==> src/rtl/instr_cache_if.sv <==
// instr_cache_if -- CPU fetch port and backing-memory read port of the
// instruction cache, bundled into one interface.
//   en, pc, flush        : CPU -> cache (fetch enable, fetch address, invalidate)
//   instr, stall         : cache -> CPU (registered instruction, fetch-not-ready)
//   mem_req, mem_addr    : cache -> memory (single outstanding word read)
//   mem_ack, mem_rdata   : memory -> cache (read data strobe and word)
// Modport slave is the cache side; modport master is the CPU/memory side.
interface instr_cache_if;
  logic        en;
  logic [31:0] pc;
  logic        flush;
  logic [31:0] instr;
  logic        stall;
  logic        mem_req;
  logic [31:0] mem_addr;
  logic        mem_ack;
  logic [31:0] mem_rdata;

  modport master (
    output en, pc, flush, mem_ack, mem_rdata,
    input  instr, stall, mem_req, mem_addr
  );

  modport slave (
    input  en, pc, flush, mem_ack, mem_rdata,
    output instr, stall, mem_req, mem_addr
  );
endinterface

==> src/rtl/instr_cache.sv <==
// instr_cache -- direct-mapped instruction cache with a synchronous-ROM style
// one-cycle read latency and a word-at-a-time line refill from backing memory.
// Ports:
//   clk  : rising-edge clock
//   rst  : asynchronous active-high reset (control state only; tag/data
//          arrays keep their contents)
//   bus  : instr_cache_if.slave -- en/pc/flush in, instr/stall out,
//          mem_req/mem_addr out, mem_ack/mem_rdata in
module instr_cache #(
  parameter int NUM_LINES  = 16,
  parameter int LINE_WORDS = 4
) (
  input  logic         clk,
  input  logic         rst,
  instr_cache_if.slave bus
);

  localparam int OFF_W = $clog2(LINE_WORDS);
  localparam int IDX_W = $clog2(NUM_LINES);
  localparam int TAG_W = 32 - 2 - OFF_W - IDX_W;

  typedef enum logic {IDLE = 1'b0, FILL = 1'b1} state_t;

  state_t                 state_q, state_d;
  logic [NUM_LINES-1:0]   valid_q, valid_d;
  logic [OFF_W-1:0]       count_q, count_d;
  logic                   flush_pend_q, flush_pend_d;
  logic [31:0]            instr_q, instr_d;
  logic [31:0]            mem_addr_q, mem_addr_d;
  logic [IDX_W-1:0]       fill_idx_q, fill_idx_d;
  logic [TAG_W-1:0]       fill_tag_q, fill_tag_d;

  logic [TAG_W-1:0]       tag_q  [NUM_LINES];
  logic [31:0]            data_q [NUM_LINES][LINE_WORDS];

  logic [OFF_W-1:0]       pc_off;
  logic [IDX_W-1:0]       pc_idx;
  logic [TAG_W-1:0]       pc_tag;
  logic                   hit;
  logic                   start_fill;
  logic                   fill_ack;
  logic                   last_ack;

  assign pc_off = bus.pc[2 +: OFF_W];
  assign pc_idx = bus.pc[2 + OFF_W +: IDX_W];
  assign pc_tag = bus.pc[31 -: TAG_W];

  // A line being refilled is never reported as a hit: hit requires IDLE.
  assign hit        = (state_q == IDLE) && valid_q[pc_idx] && (tag_q[pc_idx] == pc_tag);
  // Flush wins over a same-cycle miss, so no refill is launched that edge.
  assign start_fill = (state_q == IDLE) && bus.en && !hit && !bus.flush;
  // mem_req is only high in FILL, so gating with the state drops stray acks.
  assign fill_ack   = (state_q == FILL) && bus.mem_ack;
  assign last_ack   = fill_ack && (count_q == OFF_W'(LINE_WORDS - 1));

  // ---------------- FSM: state register ----------------
  always_ff @(posedge clk or posedge rst) begin
    if (rst) state_q <= IDLE;
    else     state_q <= state_d;
  end

  // ---------------- FSM: next state ----------------
  always_comb begin
    state_d = state_q;
    case (state_q)
      IDLE: if (start_fill) state_d = FILL;
      FILL: if (last_ack)   state_d = IDLE;
      default:              state_d = IDLE;
    endcase
  end

  // ---------------- FSM: outputs ----------------
  always_comb begin
    bus.stall   = 1'b0;
    bus.mem_req = 1'b0;
    case (state_q)
      IDLE: bus.stall = bus.en && !hit;
      FILL: begin
        bus.stall   = 1'b1;
        bus.mem_req = 1'b1;
      end
      default: ;
    endcase
  end

  assign bus.instr    = instr_q;
  assign bus.mem_addr = mem_addr_q;

  // ---------------- datapath next values ----------------
  always_comb begin
    valid_d      = valid_q;
    count_d      = count_q;
    flush_pend_d = flush_pend_q;
    mem_addr_d   = mem_addr_q;
    fill_idx_d   = fill_idx_q;
    fill_tag_d   = fill_tag_q;
    instr_d      = (bus.en && hit) ? data_q[pc_idx][pc_off] : instr_q;

    if (state_q == IDLE) begin
      if (bus.flush) begin
        valid_d = '0;
      end else if (start_fill) begin
        // The line is invalidated up front so an abandoned fill leaves it dead.
        valid_d[pc_idx] = 1'b0;
        fill_idx_d      = pc_idx;
        fill_tag_d      = pc_tag;
        count_d         = '0;
        mem_addr_d      = {bus.pc[31:2+OFF_W], {(2+OFF_W){1'b0}}};
      end
    end else begin
      if (bus.flush) flush_pend_d = 1'b1;
      if (fill_ack) begin
        if (last_ack) begin
          // mem_addr keeps pointing at the last word fetched while IDLE.
          count_d      = '0;
          flush_pend_d = 1'b0;
          if (flush_pend_q || bus.flush) valid_d = '0;
          else                           valid_d[fill_idx_q] = 1'b1;
        end else begin
          count_d    = count_q + OFF_W'(1);
          mem_addr_d = mem_addr_q + 32'd4;
        end
      end
    end
  end

  // ---------------- control registers (reset) ----------------
  always_ff @(posedge clk or posedge rst) begin
    if (rst) begin
      valid_q      <= '0;
      count_q      <= '0;
      flush_pend_q <= 1'b0;
      instr_q      <= '0;
      mem_addr_q   <= '0;
    end else begin
      valid_q      <= valid_d;
      count_q      <= count_d;
      flush_pend_q <= flush_pend_d;
      instr_q      <= instr_d;
      mem_addr_q   <= mem_addr_d;
    end
  end

  // ---------------- line storage and fill bookkeeping (no reset) ----------------
  always_ff @(posedge clk) begin
    fill_idx_q <= fill_idx_d;
    fill_tag_q <= fill_tag_d;
    if (fill_ack) data_q[fill_idx_q][count_q] <= bus.mem_rdata;
    if (last_ack) tag_q[fill_idx_q] <= fill_tag_q;
  end

endmodule

==> src/flat_wrapper.sv <==
// flat-port wrapper written by rule: the top's interface ports become plain ports
module instr_cache_flat 
#(
  parameter int NUM_LINES  = 16,
  parameter int LINE_WORDS = 4
)
  (clk, rst, bus_en, bus_pc, bus_flush, bus_mem_ack, bus_mem_rdata, bus_instr, bus_stall, bus_mem_req, bus_mem_addr);
  instr_cache_if bus_i ();
  input  logic clk;
  input  logic rst;
  input wire logic [$bits(bus_i.en)-1:0] bus_en;
  input wire logic [$bits(bus_i.pc)-1:0] bus_pc;
  input wire logic [$bits(bus_i.flush)-1:0] bus_flush;
  input wire logic [$bits(bus_i.mem_ack)-1:0] bus_mem_ack;
  input wire logic [$bits(bus_i.mem_rdata)-1:0] bus_mem_rdata;
  output wire logic [$bits(bus_i.instr)-1:0] bus_instr;
  output wire logic [$bits(bus_i.stall)-1:0] bus_stall;
  output wire logic [$bits(bus_i.mem_req)-1:0] bus_mem_req;
  output wire logic [$bits(bus_i.mem_addr)-1:0] bus_mem_addr;
  assign bus_i.en = bus_en;
  assign bus_i.pc = bus_pc;
  assign bus_i.flush = bus_flush;
  assign bus_i.mem_ack = bus_mem_ack;
  assign bus_i.mem_rdata = bus_mem_rdata;
  assign bus_instr = bus_i.instr;
  assign bus_stall = bus_i.stall;
  assign bus_mem_req = bus_i.mem_req;
  assign bus_mem_addr = bus_i.mem_addr;
  instr_cache #(.NUM_LINES(NUM_LINES), .LINE_WORDS(LINE_WORDS)) u_core (.clk(clk), .rst(rst), .bus(bus_i));
endmodule
==> config.mk <==
export PLATFORM = sky130hd
export DESIGN_NAME = instr_cache_flat
export DESIGN_NICKNAME = d
export VERILOG_FILES = /design/src/rtl/instr_cache_if.sv /design/src/rtl/instr_cache.sv /design/src/flat_wrapper.sv
export SDC_FILE = /design/constraint.sdc
export NUM_CORES = 2
export LEC_CHECK = 0
export BUFFER_PORTS_ARGS = -buffer_cell sky130_fd_sc_hd__buf_2
export CELL_PAD_IN_SITES_DETAIL_PLACEMENT = 0
export CELL_PAD_IN_SITES_GLOBAL_PLACEMENT = 1
export CORE_MARGIN = 2
export CORE_UTILIZATION = 32
export DETAILED_ROUTE_END_ITERATION = 12
export GPL_TIMING_DRIVEN = 0
export HOLD_SLACK_MARGIN = 0.05
export PLACE_DENSITY = 0.48
export SYNTH_ARGS = -nofsm -noshare
export SYNTH_HDL_FRONTEND = slang
export SYNTH_SLANG_ARGS = --single-unit
==> constraint.sdc <==
create_clock -name clk -period 8.46 [get_ports clk]
set_input_delay 2.115 -clock clk [delete_from_list [all_inputs] [get_ports clk]]
set_output_delay 2.115 -clock clk [all_outputs]
set_load 0.05 [all_outputs]
==> results.cfg <==
[cts]
htreeDepth = 5
root_buffer = clkbuf_16
clkTransAtPathRegs_ns = 0.05
clock-sinks = 2542
hold_buffers = 0
cts_tree = yes
cts_made_buffers = 290
clock_latency_ns = 0.88
clockBufferDepth = 4
cts_setup_buffers = 0

[detailed_routing]
ant_nets = 0
dr.pass1.iters = 5
wl_per_cell_um = 34.4
drtIter0Drc = 4992
drc = 0
wl_mm = 309
vias = 47000
via_per_inst = 5.23

[power_and_ir_drop]
switchingPower_mw = 7.09
clockPowerShare_pct = 42.1
p_int_mw = 21.8
p_comb_share_pct = 8.7
p_seq_share_pct = 49.3
leakagePower_nw = 36.3
p_total_mw = 28.9
swShare_pct = 24.5
p_per_area_nw_per_um2 = 249
ir_drop_v = 0.000197

[critical_path]
start_kind = input port
worstPathRequired_ns = 6.35
critical_path_class = in -> out
path_buf_inv = 5
cp-end-kind = primary output
crit_top_cell = buf_2
slowest_stage = o21ai_2
crit_chain = buf_2 -> buf_2 -> buf_2 -> buf_2 -> mux4_2 -> mux2i_1 -> xor2_1 -> nand2_1 -> nor4_1 -> o2111ai_1 -> o21ai_2 -> nand2_1 -> buf_2
critPathMaxFanout = 10
path_delay_family = buffers and inverters
cp.arrival_ns = 6.20
crit_path_max_incr_delay_ns = 0.53

[global_route]
grt_pass1_wl_mm = 421
grtUsageMet1_pct = 28.1
grt_usage_pct = 19.7
antenna_found_initial = 32
grt_max_degree = 65
grtUsageMet2_pct = 32.7
grt-ovfl-total = 0
top_usage_layer = met2
grt_pass1_vias = 48600
use_met3_pct = 2.74

[sta]
hold_ws_ns = 0.488
relSlewSlack_pct = 4.35
setup_slack_ns = 0.142
worstMarginPinSlew_ns = 1.43
fin_skew_ns = 0.0395
fin_crit_ns = 8.32
setup-violations-final = 0
finalHoldViolCount = 0
slew_violations = 0
rsz0062_at_grt = no
fin_crit_sh_pct = 98.3
tns_ns = 0
fmax_mhz = 120

[layout]
fin_nets = 4703
area_growth_pct = 18.0
seq_area_um2 = 75900
fillers = 27700
drive_above_1_share_pct = 33.8
final_common_cell = edfxtp_1
final_area_um2 = 116000
multiInputGateArea_um2 = 21600
stdcell_count = 8976
final_util_pct = 37.9
final_cell_mix = edfxtp_1, mux4_2, clkbuf_16

[floorplan]
dieWidth_um = 558
start_util_pct = 32.2
rows = 203
core-area_um2 = 306000
die_y_um = 558
boundaryPins = 135
die-area_um2 = 312000

[logic_synthesis]
yosys_warnings = 0
synth_top_area_share_pct = 75.1
synthArstFlopShare_pct = 3.23
ys_types = 61
synth-seq-area-share_pct = 77.2
synth_area_leaders = edfxtp_1, mux4_2, dfrtp_1, mux2i_1, buf_4
netlist_area_um2 = 98300
yosys.area.top_type = edfxtp_1
synth_edf_count = 2460
ys.flop_type = edfxtp_1
ys_seq_elements = 2542
avgSynthCellArea_um2 = 23.9
syn-instance-count = 4108

[job]
cap_violations = 0

[min_path]
holdCritPathClass = reg -> reg

[place]
gp_congestion = 0.772
hpwl_mm = 205
dpl_cell_area_um2 = 107000
io_buffers = 128
placedCellCount = 8438
post-place-ws_ns = -0.377

[run_status]
run_status = complete, no violations
[timing repair]
action | in CTS | in global routing
endpoints found under the setup margin | 1 | 1
pin swaps | 0 | 0
resized for setup | 3 | 1
[synth_stat cells, types with 15 or more instances]
library cell  count
a21oi_1          34
a22oi_1          15
a2bb2oi_1        26
a31oi_1          20
buf_1            19
buf_2            52
buf_4            52
buf_6            26
clkbuf_1         70
dfrtp_1          82
edfxtp_1       2460
inv_1            16
mux2_2           21
mux2_4           20
mux2i_1          47
mux4_2          766
nand2_1          54
nand3_1          36
nor2_1           92
o21ai_0          36
o22ai_1          15
xor2_1           16
[metal layers]
layer	vias up	share of wire (%)
li1	18800	-
met1	26400	44
met2	1405	49
met3	332	5.1
met4	6	1.7
met5	-	0.011
[worst reg2reg max path, cell delays in order, from the launching register on]
cell,delay (ns)
dfrtp_1,0.36
clkbuf_1,0.43
buf_1,0.53
nand3_1,1.01
clkbuf_1,0.75
nor2_4,0.83
buf_12,0.28
[worst paths after layout]
check	cells after the start	end	slack, ns	start
min in group asynchronous	2	u_core.bus.instr[25]$_DFFE_PP0P_	1.35	rst
min	1	u_core.bus.instr[31]$_DFFE_PP0P_	0.49	u_core.bus.instr[31]$_DFFE_PP0P_
min reg2reg	1	u_core.bus.instr[31]$_DFFE_PP0P_	0.49	u_core.bus.instr[31]$_DFFE_PP0P_
max in group asynchronous	3	u_core.bus.mem_addr[9]$_DFFE_PP0P_	6.44	rst
max	13	bus_stall	0.14	bus_pc[7]
max reg2reg	6	u_core.data_q[4][110]$_DFFE_PP_	3.91	u_core.state_q$_DFF_PP0_
[registers in the layout (all words and copies together) (netlist names)]
signal / count
u_core.bus.instr: 32
u_core.bus.mem_addr: 30
u_core.count_q: 2
u_core.data_q: 2048
u_core.fill_idx_q: 4
u_core.fill_tag_q: 24
u_core.flush_pend_q: 1
u_core.state_q: 1
u_core.tag_q: 384
u_core.valid_q: 16
[cells by family after synthesis]
logic type / after synthesis / synth area share [%]
XOR/XNOR: 27 / 0.240
flip-flops: 2542 / 77.2
other: 1 / 0.00381
adder cells (fa/ha/maj): 5 / 0.0636
buffers and inverters: 237 / 1.38
AND/OR/NAND/NOR: 253 / 1.19
AO/OA/AOI/OAI: 187 / 1.33
multiplexers: 856 / 18.6
[power by group through the flow]
stage	registers, mW	logic [mW]	clock network [mW]
after floorplan	14.7	1.11	0
after global placement	14.5	2.44	0
after CTS	14.2	2.55	12.4
final	14.2	2.51	12.2
after detailed placement	14.5	2.55	0
after global routing	14.3	2.64	12.9
[area by class of cell]
| type | instances | area share [%] |
|---|---|---|
| sequential | 2542 | 65.4 |
| multi-input combinational | 1330 | 18.6 |
| clock buffer | 369 | 6.59 |
| tap | 4100 | 4.42 |
| timing repair buffer | 229 | 2.52 |
| clock inverter | 157 | 1.25 |
| buffer | 219 | 1.13 |
| inverter | 17 | 0.0593 |
| antenna | 13 | 0.0280 |
(Power assumes the default switching activity.)
